<file path="config.mk">
export PLATFORM = sky130hd
export DESIGN_NAME = id_ex_pipe
export DESIGN_NICKNAME = d
export VERILOG_FILES = /design/src/rtl/id_ex_pipe.sv
export SDC_FILE = /design/constraint.sdc
export NUM_CORES = 1
export LEC_CHECK = 0
export BUFFER_PORTS_ARGS = -buffer_cell sky130_fd_sc_hd__buf_2
export CAP_MARGIN = 10
export CORE_MARGIN = 8
export CORE_UTILIZATION = 25
export CTS_CLUSTER_DIAMETER = 50
export DETAILED_ROUTE_END_ITERATION = 8
export PLACE_DENSITY_LB_ADDON = 0.2
export SKIP_CTS_REPAIR_TIMING = 1
export SLEW_MARGIN = 20
export SYNTH_ARGS = -nofsm -noshare
export SYNTH_HDL_FRONTEND = slang
export SYNTH_SLANG_ARGS = --single-unit
</file>
<file path="constraint.sdc">
create_clock -name clk -period 7.35 [get_ports clk]
set_input_delay 0.735 -clock clk [delete_from_list [all_inputs] [get_ports clk]]
set_output_delay 0.735 -clock clk [all_outputs]
set_load 0.01 [all_outputs]
</file>
<file path="src/rtl/id_ex_pipe.sv">
// ============================================================================
// id_ex_pipe
// ----------------------------------------------------------------------------
// ID/EX pipeline register for the five-stage MIPS core. Captures the decoded
// operands, register fields, immediate and control word coming out of the
// RFile/MainControl decode path and presents them to ExecUnit one cycle later.
//
// On top of the plain register it provides:
//   - a valid tag that travels with the instruction,
//   - a downstream hold (ex_hold) that freezes the EX slot,
//   - a branch flush that kills the incoming instruction,
//   - load-use hazard detection that inserts exactly one bubble,
//   - EX operand forwarding selects (EX/MEM over MEM/WB),
//   - a saturating count of inserted bubbles.
//
// Ports
//   clk, reset          rising-edge clock, asynchronous active-high reset
//   id_valid            decode slot holds a real instruction
//   id_pc               PC of the decode instruction
//   id_rs/id_rt/id_rd   register fields from decode
//   id_imm              raw immediate (extension happens in ExecUnit)
//   id_busa/id_busb     RFile read data
//   id_ctrl             {ExtOp,ALUSrc,ALUop[2:0],RegDst,R_type,MemWr,
//                        Branch,MemtoReg,RegWr}, bit10..bit0
//   ex_hold             downstream stall, EX keeps its contents
//   flush               branch taken, incoming instruction is killed
//   mem_rw/mem_regwr    EX/MEM destination register and write enable
//   wb_rw/wb_regwr      MEM/WB destination register and write enable
//   id_stall            freeze PC and IF/ID
//   ex_*                registered copies of the decode fields
//   ex_rw               destination register of the EX instruction
//   fwd_a/fwd_b         operand source: 00 register, 01 EX/MEM, 10 MEM/WB
//   bubble_cnt          number of bubbles inserted (flush or load-use)
// ============================================================================
module id_ex_pipe #(
    parameter int DATA_W = 32,
    parameter int REG_AW = 5,
    parameter int IMM_W  = 16,
    parameter int CNT_W  = 16
) (
    input  logic              clk,
    input  logic              reset,
    input  logic              id_valid,
    input  logic [DATA_W-1:0] id_pc,
    input  logic [REG_AW-1:0] id_rs,
    input  logic [REG_AW-1:0] id_rt,
    input  logic [REG_AW-1:0] id_rd,
    input  logic [IMM_W-1:0]  id_imm,
    input  logic [DATA_W-1:0] id_busa,
    input  logic [DATA_W-1:0] id_busb,
    input  logic [10:0]       id_ctrl,
    input  logic              ex_hold,
    input  logic              flush,
    input  logic [REG_AW-1:0] mem_rw,
    input  logic              mem_regwr,
    input  logic [REG_AW-1:0] wb_rw,
    input  logic              wb_regwr,
    output logic              id_stall,
    output logic              ex_valid,
    output logic [DATA_W-1:0] ex_pc,
    output logic [REG_AW-1:0] ex_rs,
    output logic [REG_AW-1:0] ex_rt,
    output logic [REG_AW-1:0] ex_rd,
    output logic [IMM_W-1:0]  ex_imm,
    output logic [DATA_W-1:0] ex_busa,
    output logic [DATA_W-1:0] ex_busb,
    output logic [10:0]       ex_ctrl,
    output logic [REG_AW-1:0] ex_rw,
    output logic [1:0]        fwd_a,
    output logic [1:0]        fwd_b,
    output logic [CNT_W-1:0]  bubble_cnt
);

    // Control word bit positions used locally.
    localparam int CTRL_REGDST   = 5;
    localparam int CTRL_MEMTOREG = 1;
    localparam int CTRL_REGWR    = 0;

    // Forwarding select encodings.
    localparam logic [1:0] FWD_REG   = 2'b00;
    localparam logic [1:0] FWD_EXMEM = 2'b01;
    localparam logic [1:0] FWD_MEMWB = 2'b10;

    // ------------------------------------------------------------------------
    // EX slot state
    // ------------------------------------------------------------------------
    logic              valid_q, valid_d;
    logic [DATA_W-1:0] pc_q,    pc_d;
    logic [REG_AW-1:0] rs_q,    rs_d;
    logic [REG_AW-1:0] rt_q,    rt_d;
    logic [REG_AW-1:0] rd_q,    rd_d;
    logic [IMM_W-1:0]  imm_q,   imm_d;
    logic [DATA_W-1:0] busa_q,  busa_d;
    logic [DATA_W-1:0] busb_q,  busb_d;
    logic [10:0]       ctrl_q,  ctrl_d;
    logic [CNT_W-1:0]  cnt_q,   cnt_d;

    logic              load_use;
    logic              take_data;
    logic              kill_slot;

    // ------------------------------------------------------------------------
    // Destination register of the EX instruction. An empty slot reports r0 so
    // it can never look like a producer to the hazard/forwarding logic.
    // ------------------------------------------------------------------------
    always_comb begin
        if (!valid_q) begin
            ex_rw = '0;
        end else if (ctrl_q[CTRL_REGDST]) begin
            ex_rw = rd_q;
        end else begin
            ex_rw = rt_q;
        end
    end

    // ------------------------------------------------------------------------
    // Load-use hazard: a load in EX (MemtoReg and RegWr) whose destination is
    // a source of the decode instruction. r0 is excluded since it is never
    // actually written.
    // ------------------------------------------------------------------------
    always_comb begin
        load_use = valid_q & ctrl_q[CTRL_MEMTOREG] & ctrl_q[CTRL_REGWR] &
                   id_valid & (ex_rw != '0) &
                   ((ex_rw == id_rs) | (ex_rw == id_rt));
    end

    // Decode must freeze while EX is held or while the bubble is inserted.
    // A flush replaces the incoming instruction, so it does not stall decode.
    assign id_stall = ex_hold | load_use;

    // ------------------------------------------------------------------------
    // Edge action decode. Flush outranks hold (a taken branch must kill the
    // incoming instruction even while EX is frozen); hold outranks the
    // load-use bubble (a held slot cannot accept a bubble either).
    //   take_data : data fields load from decode
    //   kill_slot : valid and control cleared, counted as a bubble
    // ------------------------------------------------------------------------
    always_comb begin
        take_data = flush | (~ex_hold & ~load_use);
        kill_slot = flush | (~ex_hold & load_use);
    end

    // ------------------------------------------------------------------------
    // Next-state for the EX slot. Defaults hold every field; take_data and
    // kill_slot then override the data and the valid/control parts
    // independently, which covers all four edge cases.
    // ------------------------------------------------------------------------
    always_comb begin
        valid_d = valid_q;
        pc_d    = pc_q;
        rs_d    = rs_q;
        rt_d    = rt_q;
        rd_d    = rd_q;
        imm_d   = imm_q;
        busa_d  = busa_q;
        busb_d  = busb_q;
        ctrl_d  = ctrl_q;
        cnt_d   = cnt_q;

        if (take_data) begin
            pc_d   = id_pc;
            rs_d   = id_rs;
            rt_d   = id_rt;
            rd_d   = id_rd;
            imm_d  = id_imm;
            busa_d = id_busa;
            busb_d = id_busb;
        end

        if (kill_slot) begin
            valid_d = 1'b0;
            ctrl_d  = '0;
            // Saturate rather than wrap so a long run never reads as few bubbles.
            if (!(&cnt_q)) begin
                cnt_d = cnt_q + CNT_W'(1);
            end
        end else if (!ex_hold) begin
            valid_d = id_valid;
            ctrl_d  = id_valid ? id_ctrl : '0;
        end
    end

    // ------------------------------------------------------------------------
    // EX slot registers with asynchronous clear.
    // ------------------------------------------------------------------------
    always_ff @(posedge clk or posedge reset) begin
        if (reset) begin
            valid_q <= 1'b0;
            pc_q    <= '0;
            rs_q    <= '0;
            rt_q    <= '0;
            rd_q    <= '0;
            imm_q   <= '0;
            busa_q  <= '0;
            busb_q  <= '0;
            ctrl_q  <= '0;
            cnt_q   <= '0;
        end else begin
            valid_q <= valid_d;
            pc_q    <= pc_d;
            rs_q    <= rs_d;
            rt_q    <= rt_d;
            rd_q    <= rd_d;
            imm_q   <= imm_d;
            busa_q  <= busa_d;
            busb_q  <= busb_d;
            ctrl_q  <= ctrl_d;
            cnt_q   <= cnt_d;
        end
    end

    // ------------------------------------------------------------------------
    // Forwarding selects. The EX/MEM result is younger than MEM/WB, so it wins
    // when both stages write the same register. r0 is never forwarded.
    // ------------------------------------------------------------------------
    always_comb begin
        fwd_a = FWD_REG;
        if (valid_q & mem_regwr & (mem_rw != '0) & (mem_rw == rs_q)) begin
            fwd_a = FWD_EXMEM;
        end else if (valid_q & wb_regwr & (wb_rw != '0) & (wb_rw == rs_q)) begin
            fwd_a = FWD_MEMWB;
        end
    end

    always_comb begin
        fwd_b = FWD_REG;
        if (valid_q & mem_regwr & (mem_rw != '0) & (mem_rw == rt_q)) begin
            fwd_b = FWD_EXMEM;
        end else if (valid_q & wb_regwr & (wb_rw != '0) & (wb_rw == rt_q)) begin
            fwd_b = FWD_MEMWB;
        end
    end

    // Registered outputs.
    assign ex_valid   = valid_q;
    assign ex_pc      = pc_q;
    assign ex_rs      = rs_q;
    assign ex_rt      = rt_q;
    assign ex_rd      = rd_q;
    assign ex_imm     = imm_q;
    assign ex_busa    = busa_q;
    assign ex_busb    = busb_q;
    assign ex_ctrl    = ctrl_q;
    assign bubble_cnt = cnt_q;

endmodule

</file>
==> impl_summary.log <==
[metrics] Net Count, Synth: 601
[metrics] average footprint of a synthesized cell: 14.8 µm²
[metrics] final worst-path setup slack: 4.11 ns
[metrics] maxcap violations: 0
[metrics] Yosys reg bits: 155
[metrics] DRT iter0 DRCs: 172
[metrics] number of port buffers: 319
[metrics] drt via density: 4.30
[metrics] final standard cell count with taps included and fillers excluded: 1113
[metrics] placeable core region: 26000 µm²
[metrics] H-Tree Depth: 4
[metrics] final weighted congestion in routability-driven placement: 0.798
[metrics] gate count after technology mapping: 445
[metrics] sequential power share: 44.1%
[metrics] start point of the critical path: ex_ctrl[5]
[metrics] Longest Clk Path Bufs: 2
[metrics] total gr overflow: 0
[metrics] clock input transition at the sequential cells of the worst setup and hold paths: 0.07 ns
[metrics] first-pass GRT wire length: 30700 µm
[metrics] post-layout total power: 2.25 mW
[metrics] Worst setup endpoint: ex_pc[17]
[metrics] Final min period: 3.24 ns
[metrics] Setup WS pre-CTS: 4.11 ns
[metrics] filler cell count: 2628
[metrics] Hold Violations, Final: 0
[metrics] unrepaired setup endpoints after global routing: no
[metrics] post-detail-place hpwl: 15600 µm
[metrics] Power Internal: 1.64 mW
[metrics] reported leakage power: 4.48 nW
[metrics] Placed Cells incl. Taps: 1081
[metrics] total standard cell area after synthesis: 6610 µm²
[metrics] worst slew pin tran: 0.996 ns
[metrics] most common cell after layout, fill and taps aside: sky130_fd_sc_hd__buf_2
[metrics] count of cells along the worst register-to-register path: 8
[metrics] FF-to-FF setup slack: 4.11 ns
[metrics] result of the run: completed
[metrics] maximum fanout along the worst path: 63
[metrics] net switching fraction of the power: 27.4%
[metrics] Critical-path top delay cell: sky130_fd_sc_hd__buf_4
[metrics] fraction of layout cells with a size suffix above 1: 63.3%
[metrics] Distinct cells, synth: 35
[metrics] Worst Path Arrival: 3.53 ns
[metrics] via count of the first global-routing pass: 5248
[metrics] number of design rule violations left after detail routing: 0
[metrics] layout overhead on the synthesized area: 38.4%
[metrics] kind of path behind the tightest hold check: input pin to asynchronous set/reset pin
[metrics] type of origin of the critical path: flip-flop
[metrics] part of the cycle the worst path needs: 44.1%
[metrics] proportion of synthesized flip-flops having asynchronous set or reset: 100%
[metrics] Max Clock Freq: 308 MHz
[metrics] IR Drop Worst-Case VDD: 0.120 mV
[metrics] effective utilization at floorplan: 25.4%
[metrics] Worst path max stage delay: 0.80 ns
[metrics] Total GRT Usage: 12.4%
[metrics] worst clock skew: 0.0141 ns
[metrics] pwr dens: 247 nW/µm²
[metrics] summed negative setup slack over all endpoints: 0 ns
[metrics] clock insertion delay at the later pin of the skew report: 0.41 ns
[metrics] yosys synthesis warning count: 0
[metrics] Avg WL per Cell: 18.2 µm
[metrics] fin nets: 921
[metrics] EDFF count, synth: 0
[metrics] fraction of power consumed by the clock network: 39.9%
[metrics] proportion of power drawn by combinational gates: 16.1%
[metrics] normalized max-slew margin: 33.5%
[metrics] CTS tree: yes
[metrics] sequence of cells on the critical path: mux2_4 -> and2_1 -> nor2_1 -> a31o_2 -> a21oi_2 -> o21bai_4 -> buf_4 -> mux2_2
[metrics] commonest cells after routing, fill and taps aside: sky130_fd_sc_hd__buf_2 (319), sky130_fd_sc_hd__dfrtp_1 (155), sky130_fd_sc_hd__mux2_2 (98), sky130_fd_sc_hd__mux2_4 (32), sky130_fd_sc_hd__xnor2_1 (25)
[metrics] die area: 31900 µm²
[metrics] Critical Setup Path Class: flip-flop to flip-flop
[metrics] clock buffers created by TritonCTS: 17
[metrics] vias post-DR: 4789
[metrics] Worst Setup End Kind: flip-flop
[metrics] Sinks on Clock Net: 155
[metrics] Post-synth top flop: sky130_fd_sc_hd__dfrtp_1
[metrics] total of endpoints with negative setup slack in the final report: 0
[metrics] switching power: 617 µW
[metrics] Routed WL: 20300 µm
[metrics] ports placed on the boundary: 320
[metrics] maximum number of pins on one net before global-route repair: 66
[metrics] required time of the worst setup path: 7.64 ns
[metrics] horizontal die dimension: 179 µm
[metrics] length of the first detailed-routing pass in iterations: 4
[metrics] root buf cell: sky130_fd_sc_hd__clkbuf_16
[metrics] die extent in y: 179 µm
[metrics] antenna violations before repair: 0
[metrics] row cnt: 59
[metrics] remaining antenna violation count after routing: 0
[metrics] worst reg2reg path endpoint: ex_pc[17]
[metrics] Reg-to-Reg Start: ex_ctrl[5]
[metrics] Max Slew Vio Count: 0
[metrics] Seq/Total Area, Yosys: 58.7%
==> cell type report <==
class                   instances  area [µm²]  area share (%)
diodes                          1        2.50          0.0274
clock buffers                  18         439            4.80
clock inverters                13         158            1.72
inverters                       4        20.0           0.219
multi-input cells             263        2590            28.3
flip-flops and latches        155        3880            42.4
well taps                     335         419            4.59
repair buffers                324        1630            17.9
==> sequential cells by signal (all words and copies together) (netlist names) <==
| register | count |
|---|---|
| ex_rd | 5 |
| ex_busa | 32 |
| ex_ctrl | 11 |
| bubble_cnt | 16 |
| ex_imm | 16 |
| ex_busb | 32 |
| ex_valid | 1 |
| ex_pc | 32 |
| ex_rt | 5 |
| ex_rs | 5 |
==> power by group through the flow <==
| stage | Sequential (mW) | Combinational, mW | Clock [mW] |
|---|---|---|---|
| 2_1_floorplan | 1.04 | 0.162 | 0 |
| 3_3_place_gp | 1.01 | 0.371 | 0 |
| 3_5_place_dp | 1.01 | 0.373 | 0 |
| 4_1_cts | 0.995 | 0.374 | 0.933 |
| 5_1_grt | 1.01 | 0.399 | 0.968 |
| 6_report | 0.993 | 0.363 | 0.899 |
==> worst max-delay path, delay by kind of cell (launching register included) <==
family | cells | cell delay (ns)
buffers and inverters | 1 | 0.80
muxes | 2 | 0.78
AOI/OAI and AO/OA | 3 | 0.59
DFF | 1 | 0.56
and+or+nand+nor | 2 | 0.31
==> stage by stage <==
stage / hold WS, ns / instance area [µm²] / utilization (%)
final: 0.432 / 9140 / 35.2
after global routing: 0.463 / 9140 / 35.2
after CTS: 0.441 / 9140 / 35.2
after detailed placement: 0.484 / 8540 / 32.9
after global placement: 0.478 / 8540 / 32.9
after floorplan: 0.526 / 6610 / -
==> Yosys cell counts, types with 3 or more instances <==
cell type,n,area (µm²)
sky130_fd_sc_hd__a21o_1,5,37.5
sky130_fd_sc_hd__a22o_1,11,96.3
sky130_fd_sc_hd__and2_1,3,18.8
sky130_fd_sc_hd__and3_1,5,31.3
sky130_fd_sc_hd__buf_2,13,65.1
sky130_fd_sc_hd__buf_6,5,56.3
sky130_fd_sc_hd__clkbuf_1,4,15.0
sky130_fd_sc_hd__dfrtp_1,155,3880
sky130_fd_sc_hd__inv_1,4,15.0
sky130_fd_sc_hd__mux2_2,98,1100
sky130_fd_sc_hd__mux2_4,32,480
sky130_fd_sc_hd__nand2_1,5,18.8
sky130_fd_sc_hd__nand3_1,11,55.1
sky130_fd_sc_hd__nand4_1,3,18.8
sky130_fd_sc_hd__nor2_1,6,22.5
sky130_fd_sc_hd__nor2b_1,3,18.8
sky130_fd_sc_hd__nor4_1,5,31.3
sky130_fd_sc_hd__o2111ai_1,3,26.3
sky130_fd_sc_hd__o211ai_1,13,97.6
sky130_fd_sc_hd__or4_1,4,30.0
sky130_fd_sc_hd__xnor2_1,25,219
sky130_fd_sc_hd__xor2_1,16,140
==> kinds of logic after synthesis <==
kind of cell	after synthesis	share of synthesized area, %
flops	155	58.7
mux	133	24.5
simple gates	49	4.09
xor+xnor	41	5.44
compound gates	39	4.77
buf+inv	27	2.35
fa+ha+maj	1	0.189
==> worst min-delay path by stage <==
stage / to / start
3_5_place_dp: ex_ctrl[8] / ex_ctrl[8]
4_1_cts: ex_busa[2] / reset
3_3_place_gp: ex_ctrl[4] / ex_ctrl[4]
6_report: ex_busa[2] / reset
5_1_grt: ex_busa[2] / reset
2_1_floorplan: bubble_cnt[5] / bubble_cnt[5]
==> layer usage <==
layer | GRT usage (%) | part of all wire, % | wire length [µm]
met1 | 14.5 | 39 | 8010
met2 | 21.4 | 51 | 10400
met3 | 4.70 | 8.3 | 1690
met5 | 0 | 0 | 0
met4 | 2.89 | 0.83 | 168
(Power assumes the default switching activity.)
